--- config.mk ---
export PLATFORM = sky130hd
export DESIGN_NAME = quad_step_decoder
export DESIGN_NICKNAME = d
export VERILOG_FILES = /design/src/rtl/quad_step_decoder_pkg.sv /design/src/rtl/quad_step_decoder_input_filter.sv /design/src/rtl/quad_step_decoder.sv
export SDC_FILE = /design/constraint.sdc
export NUM_CORES = 1
export LEC_CHECK = 0
export CORE_MARGIN = 10
export CORE_UTILIZATION = 35
export CTS_CLUSTER_SIZE = 16
export DETAILED_ROUTE_END_ITERATION = 8
export PLACE_DENSITY = 0.53
export SYNTH_ARGS = -nofsm -noshare
export SYNTH_HDL_FRONTEND = slang
export SYNTH_HIERARCHICAL = 1
export SYNTH_SLANG_ARGS = --single-unit
--- constraint.sdc ---
create_clock -name clk -period 4.5 [get_ports clk]
set_clock_uncertainty 0.05 [all_clocks]
set_input_delay 0.675 -clock clk [delete_from_list [all_inputs] [get_ports clk]]
set_output_delay 0.675 -clock clk [all_outputs]
set_load 0.005 [all_outputs]
--- src/rtl/quad_step_decoder_pkg.sv ---
// Shared Gray-code constants, direction encoding and transition classifier for quadrature decode.
// Pure declarations; no state, no latency, no flow control.
// Consumed by the input filter and the step decoder.
package quad_pkg;

    localparam logic [1:0] QS_00 = 2'b00;
    localparam logic [1:0] QS_01 = 2'b01;
    localparam logic [1:0] QS_11 = 2'b11;
    localparam logic [1:0] QS_10 = 2'b10;

    typedef enum logic [1:0] {
        DIR_NONE = 2'd0,
        DIR_FWD  = 2'd1,
        DIR_REV  = 2'd2,
        DIR_ERR  = 2'd3
    } dir_t;

    typedef struct packed {
        logic up;
        logic down;
        logic err;
    } step_t;

    // Forward successor in the CW Gray ring 00 -> 01 -> 11 -> 10 -> 00.
    function automatic logic [1:0] qs_succ(input logic [1:0] s);
        logic [1:0] n;
        n = QS_00;
        case (s)
            QS_00:   n = QS_01;
            QS_01:   n = QS_11;
            QS_11:   n = QS_10;
            QS_10:   n = QS_00;
            default: n = QS_00;
        endcase
        return n;
    endfunction

    function automatic dir_t next_dir(input logic [1:0] old_s, input logic [1:0] new_s);
        dir_t d;
        if (new_s == old_s) begin
            d = DIR_NONE;
        end else if (new_s == qs_succ(old_s)) begin
            d = DIR_FWD;
        end else if (old_s == qs_succ(new_s)) begin
            d = DIR_REV;
        end else begin
            d = DIR_ERR;
        end
        return d;
    endfunction

endpackage

--- src/rtl/quad_step_decoder_input_filter.sv ---
// Purpose: 2-flop synchroniser plus stability filter for the raw 2-bit A/B bus.
// Latency: a new level reaches ab_f FILT_CYCLES+1 edges after it is first sampled.
// Backpressure: none; free-running, always accepts the pin levels.
module quad_input_filter
    import quad_pkg::*;
#(
    parameter int FILT_CYCLES = 3
) (
    input  logic       clk,
    input  logic       rst,
    input  logic [1:0] ab_raw,
    output logic [1:0] ab_f
);

    localparam logic [4:0] FILT_LEN = 5'(FILT_CYCLES);

    logic [1:0] ab_m;
    logic [1:0] ab_s;
    logic [1:0] cand;
    logic [3:0] cnt;
    logic [4:0] run_len;

    // Length of the current run of identical samples that differ from ab_f, including this edge.
    always_comb begin
        run_len = 5'd1;
        if (ab_s == cand && cnt != 4'd0) begin
            run_len = {1'b0, cnt} + 5'd1;
        end
    end

    always_ff @(posedge clk) begin
        if (rst) begin
            ab_m <= QS_00;
            ab_s <= QS_00;
            ab_f <= QS_00;
            cand <= QS_00;
            cnt  <= 4'd0;
        end else begin
            ab_m <= ab_raw;
            ab_s <= ab_m;
            if (ab_s == ab_f) begin
                cnt <= 4'd0;
            end else if (run_len >= FILT_LEN) begin
                ab_f <= ab_s;
                cnt  <= 4'd0;
            end else begin
                cnt  <= run_len[3:0];
                cand <= ab_s;
            end
        end
    end

endmodule

--- src/rtl/quad_step_decoder.sv ---
// Purpose: quadrature A/B decode into single-cycle up/down/err pulses with saturating error count.
// Latency: pulse is high for the cycle after edge FILT_CYCLES+2 counted from first pin sample.
// Backpressure: none; en=0 suppresses pulses while position tracking continues.
module quad_step_decoder
    import quad_pkg::*;
#(
    parameter int FILT_CYCLES = 3,
    parameter bit X4          = 1'b1,
    parameter int ERR_W       = 8
) (
    input  logic             clk,
    input  logic             rst,
    input  logic             en,
    input  logic             enc_a,
    input  logic             enc_b,
    input  logic             err_clr,
    output logic             up,
    output logic             down,
    output logic             err,
    output logic [ERR_W-1:0] err_cnt
);

    localparam logic [ERR_W-1:0] ERR_MAX = '1;

    logic [1:0] ab_f;
    logic [1:0] ab_prev;
    logic [1:0] sub_pos;
    dir_t       dir;
    step_t      step_d;

    quad_input_filter #(
        .FILT_CYCLES(FILT_CYCLES)
    ) u_filt (
        .clk    (clk),
        .rst    (rst),
        .ab_raw ({enc_a, enc_b}),
        .ab_f   (ab_f)
    );

    // ab_prev lags ab_f by one edge, so dir is non-NONE for exactly one cycle per accepted change.
    always_comb begin
        dir    = next_dir(ab_prev, ab_f);
        step_d = '0;
        case (dir)
            DIR_FWD: step_d.up   = X4 ? 1'b1 : (sub_pos == 2'd3);
            DIR_REV: step_d.down = X4 ? 1'b1 : (sub_pos == 2'd0);
            DIR_ERR: step_d.err  = 1'b1;
            default: step_d      = '0;
        endcase
        if (!en) begin
            step_d = '0;
        end
    end

    always_ff @(posedge clk) begin
        if (rst) begin
            ab_prev <= QS_00;
            sub_pos <= 2'd0;
            up      <= 1'b0;
            down    <= 1'b0;
            err     <= 1'b0;
            err_cnt <= '0;
        end else begin
            ab_prev <= ab_f;
            up      <= step_d.up;
            down    <= step_d.down;
            err     <= step_d.err;
            if (en && !X4) begin
                if (dir == DIR_FWD) begin
                    sub_pos <= sub_pos + 2'd1;
                end else if (dir == DIR_REV) begin
                    sub_pos <= sub_pos - 2'd1;
                end
            end
            // Clear wins over a same-cycle increment.
            if (err_clr) begin
                err_cnt <= '0;
            end else if (step_d.err && err_cnt != ERR_MAX) begin
                err_cnt <= err_cnt + ERR_W'(1);
            end
        end
    end

endmodule

==> results of run 1 <==
## synthesized netlist by cell type (2+ instances only)
library cell	number	area share, %
dfxtp_1	25	44
nand2_1	10	3.3
nor2_1	7	2.3
nor2b_1	7	3.8
a21boi_1	6	3.9
xor2_1	5	3.8
inv_1	4	1.3
nand3_1	4	1.7
a21oi_1	3	1.3
ha_1	3	3.3
o21ai_0	3	1.3
o311ai_0	3	2.3
o31ai_1	3	2.0
or4_1	3	2.0
xnor2_1	3	2.3
clkbuf_1	2	0.66
mux2i_1	2	1.7
nand2b_1	2	1.1
nand4_1	2	1.1
nor3_1	2	0.87
o21ai_1	2	0.87
or3_1	2	1.1
## final timing paths
kind,from,slack [ns],end
setup reg to reg,u_filt/ab_f[1],2.66,err_cnt[3]
setup / recovery,err_cnt[4],2.47,err_cnt[4]
hold / removal,u_filt/ab_m[1],0.41,u_filt/ab_s[1]
hold reg to reg,u_filt/ab_m[1],0.41,u_filt/ab_s[1]
## metal layers
layer | GRT usage (%) | vias to the layer above
met2 | 11.20 | 12
met1 | 9.555 | 401
met4 | 3.285 | 0
li1 | - | 459
met3 | 2.448 | 4
met5 | 0 | -
## power by group through the flow
stage	registers, mW	logic, mW	clock network (mW)
6_report	0.231	0.0290	0.0991
5_1_grt	0.232	0.0324	0.116
4_1_cts	0.231	0.0293	0.105
3_5_place_dp	0.236	0.0292	0
3_3_place_gp	0.236	0.0284	0
2_1_floorplan	0.235	0.0201	0
## metrics by stage
stage                     hold WS (ns)  instance area (um^2)  utilization [%]  worst slack, ns
after global placement          0.3705                  1345            43.35            2.204
final                           0.4072                  1371            44.19            2.468
after global routing            0.4165                  1371            44.19            2.303
after floorplan                 0.3638                  1149                -            2.936
after CTS                       0.4067                  1371            44.19            2.446
after detailed placement        0.3758                  1345            43.35            2.117
## registers in the layout, summed over array words and instances (netlist names)
signal       flops
err_cnt          8
up               1
u_filt/cand      2
down             1
err              1
u_filt/ab_f      2
ab_prev          2
u_filt/ab_s      2
u_filt/cnt       4
u_filt/ab_m      2
## cell type report
cell class	count	share of cell area (%)
multi-input combinational	89	44.80
sequential	25	36.50
timing repair buffer	16	11.68
tap	44	4.015
clock buffer	4	1.916
inverter	4	1.095
## logic make-up after synthesis
| logic type | count (synthesis) |
|---|---|
| AO/OA/AOI/OAI | 26 |
| XOR/XNOR | 8 |
| adder cells (fa/ha/maj) | 3 |
| buffers and inverters | 7 |
| flip-flops | 25 |
| multiplexers | 2 |
| other | 1 |
| AND/OR/NAND/NOR | 48 |
## layout by cell type (no fill, tap or decap), types with 2 or more instances in the layout
master           instances
dfxtp_1                 25
nand3_1                  4
inv_1                    4
o21ai_0                  3
clkdlybuf4s50_1         16
nor2_1                   7
o311ai_0                 3
ha_1                     3
a21boi_1                 6
o21ai_1                  2
nor2b_1                  7
nand4_1                  2
o31ai_1                  3
xnor2_1                  3
clkbuf_4                 3
a21oi_1                  3
or4_1                    3
nor3_1                   2
or3_1                    2
nand2_1                 10
conb_1                   2
mux2i_1                  2
nand2b_1                 2
xor2_1                   5
==> flow_summary.ini, run 1 <==
[hold_path]
min_path_type = flip-flop to flip-flop
min_path_cells = 1

[synthesis]
ys.flop_type = dfxtp_1
ys_seq_area_share_pct = 43.72
synth_area_um2 = 1145
ys_async_sr_fraction_pct = 0
yosysWarnings = 6
ys_seq_elements = 25
synth_simple_gate_area_share_pct = 24.04
avgSynthCellArea_um2 = 9.540
synth.distinct_cells = 39
synth-compound-area-share_pct = 17.81
muxShareOfSynthArea_pct = 1.749
synth_fa_ha_area_share_pct = 3.279
syn_inst = 120
synth_edf_count = 0
synth_top_family_by_area = simple AND/OR/NAND/NOR gates
synthXorXnorAreaFrac_pct = 6.120

[global_route]
grt_pass1_wl_um = 3788
grt_pass1_vias = 839
grt_overflow_total = 0
antenna_found_initial = 0
grt.total_usage_pct = 7.514
grt_max_degree = 15

[die]
die_y_um = 77.19
die_area_um2 = 5958
start_util_pct = 36.90
die_w_um = 77.19
coreArea_um2 = 3103
ios = 17
num_rows = 20

[final_layout]
drive_above_1_share_pct = 6.522
diodes = 0
syn2layout_area_growth_pct = 19.78
multi_input_area_um2 = 614.3
layout.nets = 148
ff_latch_area_um2 = 500.5
finalNonFillerCells = 182
n_fill_cell = 315

[placed_design]
port_buffers = 16
gp_congestion = 0.6908
hpwl_um = 1646
placed_cells = 178

[routing]
route.vias.total = 876
drt_first_iter_violations = 20
wl_met3_um = 93
dr_wl_met2_um = 968
wl_met1_um = 1101
ant_nets = 0
routedWlPerCell_um = 12.05
drtPass1Iterations = 4
routed.top_layer = met4
wl_um = 2193
drcViolationCount = 0
via_per_inst = 4.813

[cts]
clock_path_buffers = 2
cts-resized-gates = 0
numClockSinks = 25
ctsRootBufferMaster = clkbuf_4
cts_buffers = 3
cts-hold-fix-buffers = 0
clk_latency_ns = 0.31
cts_setup_buffers = 0
htree_levels = 1
clk_pin_slew_ns = 0.13
tritoncts = yes

[timing]
worst_pin_slew_ns = 0.6323
drv_slew = 0
rsz0062_at_grt = no
min_period_ns = 2.032
finalCritPeriodShare_pct = 45.16
relSlewSlack_pct = 57.69
hold_viol = 0
setup_tns_ns = 0
fmax_mhz = 492.0
setup_viol = 0

[setup_path]
critPathMaxFanout = 7
setup.worst_path.end_class = primary output
cp.depth = 1
crit_arrival_ns = 1.31
path_cells = clkdlybuf4s50_1
critical-path-slowest-cell = clkdlybuf4s50_1
r2r_cells = 4
cpLargestDelayFamily = buffers and inverters
worstPathRequired_ns = 3.77
start_kind = flip-flop
crit_type = flip-flop to primary output
crit_buf_inv = 1
max_stage_delay_ns = 0.55

[pwr]
comb_power_share_pct = 8.1
total_power_uw = 359.4
p_switching_uw = 83.45
ir_drop_uv = 94.70
cellPowerDensity_nw_per_um2 = 262.1
sw_frac_of_total_pct = 23.22
seqPwrFrac_pct = 64.4
p_leak_nw = 0.4853
p_clk_share_pct = 27.6
p_int_uw = 275.9

[run_status]
outcome = finished clean

[job]
timing.max_cap.violations = 0
Note: power is estimated with default switching activity, not from simulation.
==> inputs of run 2 (changes only) <==
PLACE_DENSITY = 0.55   (was 0.53)
clock period = 1.8 ns   (was 4.5 ns; I/O delays follow)
==> flow_summary.ini, run 2 (same netlist as run 1, synthesis figures left out) <==
[timing]
hold_viol = 0
fmax_mhz = 593.9
relSlewSlack_pct = 62.36
finalCritPeriodShare_pct = 93.54
setup_viol = 0
min_period_ns = 1.684
holdWs_ns = 0.4105
worst_pin_slew_ns = 0.5626
rsz0062_at_grt = yes
drv_slew = 0

[cts]
tritoncts = yes
htree_levels = 1
ctsRootBufferMaster = clkbuf_4
clk_latency_ns = 0.32
clk_pin_slew_ns = 0.15
clock_path_buffers = 2
cts_buffers = 3
numClockSinks = 25

[final_layout]
layout.nets = 156
final_util_pct = 46.41
drive_above_1_share_pct = 14.38
regMostFlops = err_cnt
largest_reg_flops = 8
reg.largest.list = err_cnt (8), u_filt/cnt (4)
syn2layout_area_growth_pct = 25.79
mostFrequentLayoutCells = dfxtp_1, clkdlybuf4s50_1, nand2_1, buf_4, nor2b_1
final_common_cell = dfxtp_1
finalNonFillerCells = 190
diodes = 0

[hold_path]
min_path_type = flip-flop to flip-flop
whs_endpoint = u_filt/ab_s[0]
hold_start = u_filt/ab_m[0]
min_path_cells = 1

[run_status]
outcome = finished clean

[global_route]
grt_max_degree = 15
grt_pass1_wl_um = 3974
grt_pass1_vias = 877
grt.total_usage_pct = 7.897
grt_overflow_total = 0
antenna_found_initial = 0

[setup_path]
r2r_start = u_filt/cnt[0]
crit_arrival_ns = 1.87
start_kind = flip-flop
r2r_end = u_filt/ab_f[0]
rrSetupSlack_ns = 0.12
worstPathRequired_ns = 1.99
crit_type = flip-flop to flip-flop
r2r_cells = 6
setup.worst_path.end_class = flip-flop
critPathMaxFanout = 6

[routing]
route.vias.total = 924
via_per_inst = 4.863
drcViolationCount = 0
drtPass1Iterations = 4
wl_um = 2250
routedWlPerCell_um = 11.84
ant_nets = 0
drt_first_iter_violations = 45

[placed_design]
port_buffers = 16
placed_cells = 185
hpwl_um = 1719
gp_congestion = 0.7660

[die]
coreArea_um2 = 3103
die_w_um = 77.19
num_rows = 20
ios = 17
start_util_pct = 36.90
die_y_um = 77.19
die_area_um2 = 5958

[pwr]
p_leak_nw = 0.5291
ir_drop_uv = 353.2
cellPowerDensity_nw_per_um2 = 637.6
total_power_uw = 918.2

[job]
timing.max_cap.violations = 0
run 2: changes by cell type in the layout (fill, tap and decap cells not counted), sizes merged:
cell,previous run,this run
clkinv,0,1
clkbuf,4,3
buf,0,8
run 2: worst max-delay path by stage:
stage | start | to | slack (ns)
2_1_floorplan | err_cnt[0] | err_cnt[4] | 0.24
3_3_place_gp | rst | err_cnt[6] | 0.02
3_5_place_dp | rst | err_cnt[6] | 0.02
4_1_cts | u_filt/cnt[0] | u_filt/ab_f[0] | 0.11
5_1_grt | u_filt/cnt[0] | u_filt/ab_f[1] | -0.01
6_report | u_filt/cnt[0] | u_filt/ab_f[0] | 0.12
run 2: per-stage QoR:
| step | setup slack, ns | TNS (ns) | cell area [um^2] |
|---|---|---|---|
| after floorplan | 0.2363 | 0 | 1149 |
| after global placement | 0.02257 | 0 | 1398 |
| after detailed placement | 0.02394 | 0 | 1398 |
| after CTS | 0.1079 | 0 | 1425 |
| after global routing | -0.01298 | -0.01298 | 1440 |
| final | 0.1163 | 0 | 1440 |
run 2: report_power, final:
group / switching [mW] / total, mW / internal, mW
logic: 0.0391 / 0.0818 / 0.0427
clock network: 0.178 / 0.261 / 0.0832
registers: 0.00939 / 0.575 / 0.566
run 2: worst max-delay path: stages (launching register included):
cell and delay (ns):
dfxtp_4 0.37, inv_1 0.05, ha_1 0.30, and2b_1 0.19, a2111oi_4 0.41, o311ai_0 0.17, o41ai_1 0.08
run 2: what timing repair did:
| item | CTS | global route |
|---|---|---|
| hold buffers | 0 | 0 |
| endpoints found under the setup margin | 0 | 8 |
| buffers inserted | 0 | 1 |
| resized for setup | 0 | 4 |
run 2: cell type report:
type                       count  area, um^2
sequential                    25       505.5
inverter                       4       15.01
fill                         344        1663
timing repair buffer          24       220.2
clock buffer                   3       22.52
multi-input combinational     89       616.8
clock inverter                 1       5.005
tap                           44       55.05
run 2: metal layers:
| layer | part of all wire (%) | wire length (um) | track usage (%) |
|---|---|---|---|
| met3 | 7.9 | 177 | 3.613 |
| met5 | 0 | 0 | 0 |
| met4 | 0.67 | 15 | 2.737 |
| met2 | 43 | 975 | 11.37 |
| met1 | 48 | 1081 | 10.03 |
==> inputs of run 3 (changes only) <==
GPL_ROUTABILITY_DRIVEN = 1   (was default)
PLACE_DENSITY = 0.53   (was 0.55)
clock period = 1.73 ns   (was 1.8 ns; I/O delays follow)
==> flow_summary.ini, run 3 (same netlist as run 1, synthesis figures left out) <==
[placed_design]
placed_cells = 188
port_buffers = 16
hpwl_um = 1796
gp_congestion = 0.7598
pre_cts_ws_ns = -0.006424

[setup_path]
r2r_start = u_filt/cnt[1]
path_cells = inv_2 -> ha_4 -> and2b_1 -> a2111oi_4 -> o311ai_2 -> o41ai_2
setup.worst_path.end_class = flip-flop
cpLargestDelayFamily = compound AO/OA/AOI/OAI gates
max_stage_delay_ns = 0.43
start_kind = flip-flop
crit_arrival_ns = 1.83
crit_type = flip-flop to flip-flop
critPathLaunch = u_filt/cnt[1]
worstPathRequired_ns = 1.90
crit_buf_inv = 1
critical-path-slowest-cell = a2111oi_4
critPathMaxFanout = 6

[final_layout]
mostFrequentLayoutCells = dfxtp_1, clkdlybuf4s50_1, buf_4, nand2_1
final_common_cell = dfxtp_1
diodes = 0
largest_reg_flops = 8
reg.largest.list = err_cnt (8), u_filt/cnt (4)
final_util_pct = 48.06
finalNonFillerCells = 193
layout.nets = 159
syn2layout_area_growth_pct = 30.27
drive_above_1_share_pct = 18.79
regMostFlops = err_cnt

[routing]
routedWlPerCell_um = 12.15
route.vias.total = 931
ant_nets = 0
drcViolationCount = 0
wl_um = 2344
drtPass1Iterations = 4
drt_first_iter_violations = 45
via_per_inst = 4.824

[timing]
holdWs_ns = 0.4050
hold_viol = 0
setup_viol = 0
finalCritPeriodShare_pct = 95.81
worst_pin_slew_ns = 0.5876
setup_tns_ns = 0
drv_slew = 0
layout_setup_ws_ns = 0.07254
min_period_ns = 1.657
fmax_mhz = 603.3
rsz0062_at_grt = yes
relSlewSlack_pct = 60.68

[pwr]
cellPowerDensity_nw_per_um2 = 635.6
ir_drop_uv = 357.3
p_leak_nw = 0.5486

[global_route]
grt_overflow_total = 0
grt_pass1_vias = 859
antenna_found_initial = 0
grt_max_degree = 14
grt.total_usage_pct = 7.639
grt_pass1_wl_um = 3795

[die]
coreArea_um2 = 3103
num_rows = 20
start_util_pct = 36.90
die_area_um2 = 5958
ios = 17
die_y_um = 77.19
die_w_um = 77.19

[cts]
clk_pin_slew_ns = 0.13
ctsRootBufferMaster = clkbuf_4
cts-hold-fix-buffers = 0
clock_path_buffers = 2
cts_buffers = 3
tritoncts = yes
clk_latency_ns = 0.31
htree_levels = 1
numClockSinks = 25

[hold_path]
min_path_type = flip-flop to flip-flop
hold_start = u_filt/ab_m[0]

[job]
timing.max_cap.violations = 0

[run_status]
outcome = finished clean
==> run 3: cell types whose count changed in the layout (fill, tap and decap cells not counted), sizes merged <==
cell | before | now
clkbuf | 3 | 4
clkinv | 1 | 0
buf | 8 | 11
==> run 3: where the power goes <==
part / internal, mW / switching [mW]
Combinational: 0.0479 / 0.0449
Sequential: 0.589 / 0.0111
Clock: 0.0902 / 0.165
==> run 3: final cells by class <==
cell class              count  area [um^2]
multi-input cells          89        649.4
repair buffers             27        242.7
clock buffers               4        26.28
well taps                  44        55.05
inverters                   4        15.01
fillers                   323         1612
flip-flops and latches     25        503.0
==> run 3: what timing repair did <==
action,in CTS,in global routing
gates resized for setup,0,9
endpoints found under the setup margin,0,5
buffers inserted,0,1
==> run 3: through the flow <==
stage                     total power [mW]  instance area, um^2
after floorplan                     0.6626                 1149
after global placement              0.6952                 1420
after detailed placement            0.6974                 1420
after CTS                           0.9550                 1446
after global routing                 1.000                 1491
final                               0.9480                 1491
==> run 3: metal layers <==
metal  routed length [um]  track usage [%]
met2                 1044            12.12
met4                   21            2.190
met3                  109            3.497
met5                    0                0
met1                 1169            8.982
==> run 3: path summary, 6_finish.rpt <==
path                                  endpoint  slack, ns  depth (start not counted)
worst max-delay path            u_filt/ab_f[0]       0.07                          6
worst min-delay path            u_filt/ab_s[0]       0.41                          1
worst max register to register  u_filt/ab_f[0]       0.07                          6
worst min register to register  u_filt/ab_s[0]       0.41                          1
